--- config.mk ---
export PLATFORM = sky130hd
export DESIGN_NAME = bram_tdp_rr_arbiter
export DESIGN_NICKNAME = d
export VERILOG_FILES = /design/src/rtl/bram_arb_pkg.sv /design/src/rtl/bram_tdp_rr_arbiter_rr_pick2.sv /design/src/rtl/bram_tdp_rr_arbiter.sv
export SDC_FILE = /design/constraint.sdc
export NUM_CORES = 1
export LEC_CHECK = 0
export ABC_AREA = 1
export BUFFER_PORTS_ARGS = -buffer_cell sky130_fd_sc_hd__buf_2
export CAP_MARGIN = 5
export CORE_AREA = 2 2 331 333
export DETAILED_ROUTE_END_ITERATION = 8
export DIE_AREA = 0 0 333 335
export GPL_ROUTABILITY_DRIVEN = 0
export PLACE_DENSITY = 0.47
export SLEW_MARGIN = 20
export SYNTH_ARGS = -nofsm -noshare
export SYNTH_HDL_FRONTEND = slang
export SYNTH_SLANG_ARGS = --single-unit
--- constraint.sdc ---
create_clock -name clk -period 3.22 [get_ports clk]
set_clock_uncertainty 0.2 [all_clocks]
set_input_delay 0.483 -clock clk [delete_from_list [all_inputs] [get_ports clk]]
set_output_delay 0.483 -clock clk [all_outputs]
set_load 0.05 [all_outputs]
--- src/rtl/bram_arb_pkg.sv ---
// Shared widths, tag type and index helper for the dual-port BRAM round-robin arbiter.
package bram_arb_pkg;
    localparam int unsigned NREQ_DEF      = 4;
    localparam int unsigned RAM_DEPTH_DEF = 1024;
    localparam int unsigned AW            = $clog2(RAM_DEPTH_DEF);
    localparam int unsigned IDW           = $clog2(NREQ_DEF);

    typedef struct packed {
        logic           valid;
        logic [IDW-1:0] id;
    } tag_t;

    // Increment a requester index, wrapping at n (n need not be a power of two).
    function automatic logic [IDW-1:0] wrap_inc(input logic [IDW-1:0] i, input int unsigned n);
        return (32'(i) + 32'd1 >= n) ? '0 : i + 1'b1;
    endfunction
endpackage

--- src/rtl/bram_tdp_rr_arbiter_rr_pick2.sv ---
// Combinational round-robin picker: first and second valid requesters scanning upward from ptr.
module rr_pick2
    import bram_arb_pkg::*;
#(
    parameter int unsigned NREQ = NREQ_DEF,
    parameter int unsigned PW   = IDW
) (
    input  logic [NREQ-1:0] req,
    input  logic [PW-1:0]   ptr,
    output logic            w0_val,
    output logic [PW-1:0]   w0_id,
    output logic            w1_val,
    output logic [PW-1:0]   w1_id
);
    always_comb begin
        int unsigned idx;
        idx    = 0;
        w0_val = 1'b0;
        w0_id  = '0;
        w1_val = 1'b0;
        w1_id  = '0;
        for (int unsigned k = 0; k < NREQ; k++) begin
            idx = (32'(ptr) + k) % NREQ;
            if (req[idx]) begin
                if (!w0_val) begin
                    w0_val = 1'b1;
                    w0_id  = PW'(idx);
                end else if (!w1_val) begin
                    w1_val = 1'b1;
                    w1_id  = PW'(idx);
                end
            end
        end
    end
endmodule

--- src/rtl/bram_tdp_rr_arbiter.sv ---
// Shares a true-dual-port write-first BRAM among NREQ requesters: two grants per cycle,
// same-address hazard serialisation, and fixed-latency read response routing.
module bram_tdp_rr_arbiter
    import bram_arb_pkg::*;
#(
    parameter int unsigned NREQ       = NREQ_DEF,
    parameter int unsigned RAM_WIDTH  = 64,
    parameter int unsigned RAM_DEPTH  = RAM_DEPTH_DEF,
    parameter int unsigned RD_LATENCY = 2
) (
    input  logic                               clk,
    input  logic                               rst,
    input  logic [NREQ-1:0]                    req_val,
    input  logic [NREQ-1:0]                    req_we,
    input  logic [NREQ*$clog2(RAM_DEPTH)-1:0]  req_addr,
    input  logic [NREQ*RAM_WIDTH-1:0]          req_wdata,
    output logic [NREQ-1:0]                    req_rdy,
    output logic [NREQ-1:0]                    rsp_val,
    output logic [NREQ*RAM_WIDTH-1:0]          rsp_data,
    output logic                               bram_ena,
    output logic                               bram_enb,
    output logic                               bram_wea,
    output logic                               bram_web,
    output logic [$clog2(RAM_DEPTH)-1:0]       bram_addra,
    output logic [$clog2(RAM_DEPTH)-1:0]       bram_addrb,
    output logic [RAM_WIDTH-1:0]               bram_dina,
    output logic [RAM_WIDTH-1:0]               bram_dinb,
    output logic                               bram_regcea,
    output logic                               bram_regceb,
    output logic                               bram_rsta,
    output logic                               bram_rstb,
    input  logic [RAM_WIDTH-1:0]               bram_douta,
    input  logic [RAM_WIDTH-1:0]               bram_doutb
);
    localparam int unsigned ADDR_W = $clog2(RAM_DEPTH);

    logic [IDW-1:0]       rr_ptr;
    logic                 w0_val, w1_val;
    logic [IDW-1:0]       w0_id, w1_id;
    logic [ADDR_W-1:0]    addr_arr [NREQ];
    logic [RAM_WIDTH-1:0] wdata_arr [NREQ];
    logic [RAM_WIDTH-1:0] hold [NREQ];
    logic [ADDR_W-1:0]    addr0, addr1;
    logic                 we0, we1;
    logic                 grant_a, grant_b;
    tag_t                 pipe_a [RD_LATENCY];
    tag_t                 pipe_b [RD_LATENCY];
    tag_t                 done_a, done_b;

    rr_pick2 #(.NREQ(NREQ), .PW(IDW)) u_pick (
        .req    (req_val),
        .ptr    (rr_ptr),
        .w0_val (w0_val),
        .w0_id  (w0_id),
        .w1_val (w1_val),
        .w1_id  (w1_id)
    );

    always_comb begin
        for (int unsigned i = 0; i < NREQ; i++) begin
            addr_arr[i]  = req_addr[i*ADDR_W +: ADDR_W];
            wdata_arr[i] = req_wdata[i*RAM_WIDTH +: RAM_WIDTH];
        end
    end

    always_comb begin
        addr0   = addr_arr[w0_id];
        addr1   = addr_arr[w1_id];
        we0     = req_we[w0_id];
        we1     = req_we[w1_id];
        grant_a = w0_val & ~rst;
        // Port B yields to port A whenever the pair touches one address and either writes.
        grant_b = w1_val & ~rst & ~((addr0 == addr1) & (we0 | we1));
        req_rdy = '0;
        if (grant_a) req_rdy[w0_id] = 1'b1;
        if (grant_b) req_rdy[w1_id] = 1'b1;
    end

    always_comb begin
        bram_ena    = grant_a;
        bram_wea    = grant_a & we0;
        bram_addra  = addr0;
        bram_dina   = wdata_arr[w0_id];
        bram_enb    = grant_b;
        bram_web    = grant_b & we1;
        bram_addrb  = addr1;
        bram_dinb   = wdata_arr[w1_id];
        bram_rsta   = rst;
        bram_rstb   = rst;
        bram_regcea = ~rst & ((RD_LATENCY == 1) | pipe_a[0].valid);
        bram_regceb = ~rst & ((RD_LATENCY == 1) | pipe_b[0].valid);
        done_a      = pipe_a[RD_LATENCY-1];
        done_b      = pipe_b[RD_LATENCY-1];
    end

    always_ff @(posedge clk) begin
        if (rst) begin
            rr_ptr <= '0;
            for (int unsigned i = 0; i < RD_LATENCY; i++) begin
                pipe_a[i] <= '0;
                pipe_b[i] <= '0;
            end
            for (int unsigned i = 0; i < NREQ; i++) hold[i] <= '0;
        end else begin
            if (grant_a) rr_ptr <= wrap_inc(grant_b ? w1_id : w0_id, NREQ);
            pipe_a[0] <= '{valid: grant_a & ~we0, id: w0_id};
            pipe_b[0] <= '{valid: grant_b & ~we1, id: w1_id};
            for (int unsigned i = 1; i < RD_LATENCY; i++) begin
                pipe_a[i] <= pipe_a[i-1];
                pipe_b[i] <= pipe_b[i-1];
            end
            for (int unsigned i = 0; i < NREQ; i++) begin
                if (done_a.valid && done_a.id == IDW'(i)) hold[i] <= bram_douta;
                else if (done_b.valid && done_b.id == IDW'(i)) hold[i] <= bram_doutb;
            end
        end
    end

    // Completing reads bypass the hold register so data arrives in the same cycle as rsp_val.
    always_comb begin
        logic hit_a, hit_b;
        hit_a    = 1'b0;
        hit_b    = 1'b0;
        rsp_val  = '0;
        rsp_data = '0;
        for (int unsigned i = 0; i < NREQ; i++) begin
            hit_a = done_a.valid & (done_a.id == IDW'(i));
            hit_b = done_b.valid & (done_b.id == IDW'(i));
            if (!rst) begin
                rsp_val[i] = hit_a | hit_b;
                rsp_data[i*RAM_WIDTH +: RAM_WIDTH] = hit_a ? bram_douta : hit_b ? bram_doutb : hold[i];
            end
        end
    end
endmodule

**After elaboration in Yosys (flattened, before gate mapping)**

Memories as Yosys holds them, arrays and structs flattened.
Cells that the tools add are included.

- Register bits: 2
- RAM bits: 268
- Input bits: 434
- Bits in latches: 0
- Logic and storage cells: 197
- Output and inout port bits: 420
- Memories: 3
- ROM bits: 0

Memory list:

| name | words | bits a word | rd ports | clocked after Yosys merged registers in | wr ports | line | source |
|---|---|---|---|---|---|---|---|
| hold | 4 | 64 | 4 | 0 | 4 | bram_tdp_rr_arbiter.sv:42 | `logic [RAM_WIDTH-1:0] hold [NREQ];` |
| pipe_a | 2 | 3 | 2 | 0 | 2 | bram_tdp_rr_arbiter.sv:46 | `tag_t pipe_a [RD_LATENCY];` |
| pipe_b | 2 | 3 | 2 | 0 | 2 | bram_tdp_rr_arbiter.sv:47 | `tag_t pipe_b [RD_LATENCY];` |

- $lt $le $gt $ge: 11
- $mul: 0
- Add/subtract/negate cells: 5
- Mux-type cells: 116
- Reduce and logical (&&, ||, !) cells: 12
- Equality and inequality tests: 7
- Shifts and indexed selects: 0
- Div/mod/pow operators: 0
- Bitwise logic cells: 42

Operators by type and width:

| cell | count |
|---|---|
| $mux W64 | 24 |
| $bmux W64 S2 | 2 |
| $mux W1 | 53 |
| $bmux W10 S2 | 2 |
| $mux W10 | 4 |
| $mux W2 | 17 |
| $and A1 B1 Y1 | 18 |
| $lt A2 B3 Y1 const B | 6 |
| $or A1 B1 Y1 | 17 |
| $bmux W1 S2 | 6 |
| $mux W3 | 4 |
| $eq A10 B10 Y1 | 1 |
| $logic_and A1 B1 Y1 | 10 |
| $ge A3 B3 Y1 const B | 3 |
| $eq A2 B2 Y1 const B | 4 |
| $mux W4 | 2 |
| $not A2 Y3 | 2 |
| $add A2 B1 Y2 const B | 2 |
| $add A2 B2 Y2 const B | 2 |
| $demux W1 S2 | 2 |
| $eq A2 B1 Y1 const B | 2 |
| $ge A2 B1 Y1 const B | 2 |
| $logic_not A2 Y1 | 2 |
| $not A1 Y1 | 4 |
| other kinds (2) | 2 |

**Depth between registers and ports, before layout**

- Depth after elaboration: 23
- Depth in mapped cells: 31

**Hierarchy**

A second synthesis with hierarchy kept.

- Cells, all modules: 2,750
- Area, all modules: 20,271.9 um^2

Modules (own cells, without submodules):

| module | area each (um^2) | cells an instance | times used |
|---|---|---|---|
| bram_tdp_rr_arbiter | 19,854.0 | 2,665 | 1 |
| rr_pick2 | 417.9 | 85 | 1 |

**Least setup slack after synthesis**

Ideal clock, no wire load.

- Path type: in2out
- Start: input port req_val[3]
- End: output port req_rdy[2]
- Required time: 2,537 ps
- Stages on the path: 25
- Arrival: 3,971 ps
- Slack: -1,434 ps
- Path through: inv_1 nand2_1 nand3_1 nand2_4 ha_1 inv_1 nand2_1 nand2_1 nand2_2 nand2_4 nand2_4 nand2_8 buf_6 nand3_1 nand2_1 nor2_1 nand3_1 nand2_1 nand2_1 nor2_2 nand3_4 nand2_4 inv_1 nand2_1 o21ai_0

RTL lines:

| element | line | source |
|---|---|---|
| from (decl) | bram_tdp_rr_arbiter.sv:13 | `input logic [NREQ-1:0] req_val,` |
| $bmux W1 S2 | bram_tdp_rr_arbiter_rr_pick2.sv:24 | `if (req[idx]) begin` |
| $mux W1 (not written as such) | bram_tdp_rr_arbiter_rr_pick2.sv:24 |  |
| $mux W2 or $mux W1 (tied branches) | bram_tdp_rr_arbiter_rr_pick2.sv:24 |  |
| $mux W2 | bram_tdp_rr_arbiter_rr_pick2.sv:25 | `if (!w0_val) begin` |
| $mux W2 | bram_tdp_rr_arbiter_rr_pick2.sv:24 |  |
| $mux W2 | bram_tdp_rr_arbiter_rr_pick2.sv:25 |  |
| $mux W2 | bram_tdp_rr_arbiter_rr_pick2.sv:24 |  |
| $mux W2 | bram_tdp_rr_arbiter_rr_pick2.sv:25 |  |
| [... 3 more ...] | -- |  |
| $mux W10 (not written as such) (*) (2 in a row) | bram_tdp_rr_arbiter.sv:67 | `addr0 = addr_arr[w0_id];` |
| net bram_addra[6] | bram_tdp_rr_arbiter.sv:24 | `output logic [$clog2(RAM_DEPTH)-1:0] bram_addra,` |
| $eq A10 B10 Y1 (*) | bram_tdp_rr_arbiter.sv:73 | `grant_b = w1_val & ~rst & ~((addr0 == addr1) & (we0 \| we1));` |
| $and A1 B1 Y1 (*) | bram_tdp_rr_arbiter.sv:73 |  |
| $not A1 Y1 (*) | bram_tdp_rr_arbiter.sv:73 |  |
| $and A1 B1 Y1 (*) | bram_tdp_rr_arbiter.sv:73 |  |
| net bram_enb | bram_tdp_rr_arbiter.sv:21 | `output logic bram_enb,` |
| $mux W4 (*) | bram_tdp_rr_arbiter.sv:76 | `if (grant_b) req_rdy[w1_id] = 1'b1;` |
| to (decl) | bram_tdp_rr_arbiter.sv:17 | `output logic [NREQ-1:0] req_rdy,` |

Mark *: on every way through the listed nets, which the timed path passes. The rest lies on a longest branch. The select of a mux whose other input is x is not followed.

**Final worst setup path**

- Start: register rr_ptr[0]
- End: output port req_rdy[1]

- Longest elaborated chain between the ends: 20

Ends and longest elaborated chain:

| element | line | source |
|---|---|---|
| from (decl) | bram_tdp_rr_arbiter.sv:37 | `logic [IDW-1:0] rr_ptr;` |
| from (signal assigned) | bram_tdp_rr_arbiter.sv:105 | `if (grant_a) rr_ptr <= wrap_inc(grant_b ? w1_id : w0_id, NREQ);` |
| parallel branches: the longest is 19 deep, another holds $add A2 B1 Y2 | -- |  |
| $mux W4 (*) | bram_tdp_rr_arbiter.sv:76 |  |

Mark *: on every way between the ends. The select of a mux whose other input is x is not followed.

==> impl_metrics.json <==
{
  "status": "finished, violations left",
  "violations": "setup timing",
  "nNetsFinal": 3988,
  "critical_path.slowest_cell": "dfxtp_4",
  "clock_latency_ps": 580,
  "syn_avg_cell_area_um2": 7.71,
  "min_period_ps": 4270,
  "fin_ws_ps": -1050,
  "cp.arrival_ps": 3590,
  "vias": 25542,
  "cts_tree": "built",
  "dpl_cell_area_um2": 31200,
  "start_util_pct": 18.4,
  "cts_buffers": 30,
  "slew_viol_final": 0,
  "post_drt_wl_per_cell_um": 25.3,
  "cts_buffer_depth": 3,
  "drive_above_1_share_pct": 47.0,
  "drc": 0,
  "antenna_left": 0,
  "viasPerCell": 5.11,
  "max_stage_delay_ps": 400,
  "synth_nets": 3022,
  "startpoint": "rr_ptr[0]",
  "nFillCells": 11425,
  "cts_max_level": 1,
  "antenna_found_initial": 29,
  "cts_hold_buf": 0,
  "rows": 121,
  "grt_pass1_vias": 24131,
  "synth-main-ff-cell": "edfxtp_1",
  "worstSetupStartpointType": "register",
  "drt_iter0_markers": 2670,
  "track_usage_pct": 21.1,
  "crit_top_cell": "nand2_2",
  "fp.dieH_um": 335,
  "synth-async-reset-ratio_pct": 0,
  "tightestPinTransition_ps": 704,
  "finalHoldViolations": 0,
  "hpwl_um": 93800,
  "fmax_mhz": 234,
  "crit_path_max_fanout": 7,
  "finalCritPeriodShare_pct": 133,
  "synth.distinct_cells": 45,
  "grt_overflow": 0,
  "setup.worst_path.end_class": "output port",
  "path_class": "register to output port",
  "die_width_um": 333,
  "areaGrowthSynthToFinish_pct": 70.0,
  "ctsRootBufferMaster": "clkbuf_16",
  "multiInputGateArea_um2": 12800,
  "reg2reg_slack_ps": -360,
  "first_pass_iters": 6,
  "register_area_um2": 7970,
  "final_area_um2": 33900,
  "holdCritStartpoint": "bram_doutb[20]",
  "rsz0062_at_grt": "true",
  "syn_inst": 2586,
  "grt_pass1_wl_um": 176000,
  "setup_viol": 350,
  "cp.required_ps": 2540,
  "synth_seq_area_share_pct": 40.0,
  "r2r-start": "rr_ptr[0]",
  "clk_pin_slew_ps": 70,
  "synth_edf_count": 256,
  "yosysWarnings": 0,
  "portBuffers": 853,
  "syn-cell-area_um2": 19900,
  "final_common_cell": "buf_2",
  "worst-path-buf-inv": 4,
  "hold_class": "primary input to register",
  "grt_max_degree": 75,
  "ios": 854,
  "fp.dieArea_um2": 112000,
  "relSlewSlack_pct": 53.1,
  "wirelength_um": 126000,
  "core_area_um2": 108000,
  "cp_top_family": "simple AND/OR/NAND/NOR gates",
  "cts_sinks": 270,
  "ys_ff_latch": 270,
  "maxCapViolations": 0,
  "layout_common_cells": "678 x buf_2, 462 x nand2_1, 318 x inv_1"
}
## through the flow
step                      hold slack, ps  instances  utilization, %  setup slack [ps]  setup TNS (ps)
final                               67.6       5001            31.4             -1050         -139420
after floorplan                      188       2586               -              -688           -7950
after CTS                           41.5       4974            30.9             -1000         -149180
after global routing                78.9       4995            31.3             -1240         -193130
after global placement               200       4890            28.9              -668          -69400
after detailed placement             199       4890            28.9              -710          -75230
## worst register-to-register path, delay by kind of cell, from the launching register on
| family | cells | cell delay (ps) |
|---|---|---|
| buffers and inverters | 5 | 610 |
| DFF | 1 | 400 |
| and+or+nand+nor | 25 | 2260 |
## flip-flops by register name (all words and copies together), names as in the netlist
name	count
hold	256
pipe_a	6
pipe_b	6
rr_ptr	2
## worst paths after layout
kind                                     end  cells past startpoint
worst max-delay path              req_rdy[1]                     25
worst min-delay path             hold[0][20]                      3
worst max register to register     rr_ptr[1]                     30
worst min register to register  pipe_a[0][3]                      2
## synthesized netlist by cell type, types with 6 or more instances
| library cell | n | share of area, % |
|---|---|---|
| a221oi_1 | 16 | 0.70 |
| nand2_4 | 7 | 0.40 |
| o21ai_1 | 12 | 0.30 |
| dfxtp_1 | 14 | 1.4 |
| nand4_1 | 8 | 0.25 |
| o32ai_1 | 13 | 0.57 |
| nand2_2 | 13 | 0.41 |
| inv_1 | 333 | 6.3 |
| a31o_2 | 101 | 4.4 |
| buf_6 | 7 | 0.40 |
| buf_1 | 31 | 0.58 |
| o22ai_1 | 91 | 2.9 |
| edfxtp_1 | 256 | 39 |
| a22oi_1 | 128 | 4.8 |
| o221ai_1 | 132 | 5.8 |
| nor2_1 | 107 | 2.0 |
| inv_2 | 6 | 0.11 |
| a31oi_1 | 95 | 3.0 |
| nand3_1 | 53 | 1.3 |
| o21ai_0 | 198 | 5.0 |
| nor3_1 | 7 | 0.18 |
| nor2_2 | 7 | 0.22 |
| a21oi_1 | 220 | 5.5 |
| clkbuf_1 | 185 | 3.5 |
| nand2_1 | 510 | 9.6 |
## cell type report
cell class,count,area share (%)
Tap cell,1414,5.22
Multi-Input combinational cell,1745,37.8
Inverter,343,3.89
Sequential cell,270,23.5
Clock buffer,39,2.31
Timing Repair Buffer,1162,26.8
Antenna cell,13,0.0960
Clock inverter,15,0.266
## what timing repair did
item                                    4_1_cts  5_1_grt
setup buffers                                24       11
endpoints found under the setup margin      357      408
pin swaps                                    53       31
gates cloned                                  6        3
gates resized for setup                     272      105
## layer usage
layer | part of all wire [%] | global-route usage, % | vias to the layer above
met1 | 41 | 28.5 | 12575
met2 | 45 | 32.8 | 1369
met4 | 3.6 | 6.72 | 28
met3 | 9.7 | 5.30 | 234
li1 | - | - | 11336
met5 | 0.15 | 0 | -
## logic make-up (layout without fill, tap and decap cells)
group	after synthesis	in the layout	synth area share, %
AOI/OAI and AO/OA	1012	1012	33.3
adders and majority gates	2	2	0.126
buffers and inverters	574	1559	11.3
DFF	270	270	40.0
other	0	13	0
and+or+nand+nor	728	731	15.3
Power is left out: the tool's default activity adds up to more than one toggle a clock period on the data nets, which glitch-free logic cannot reach.
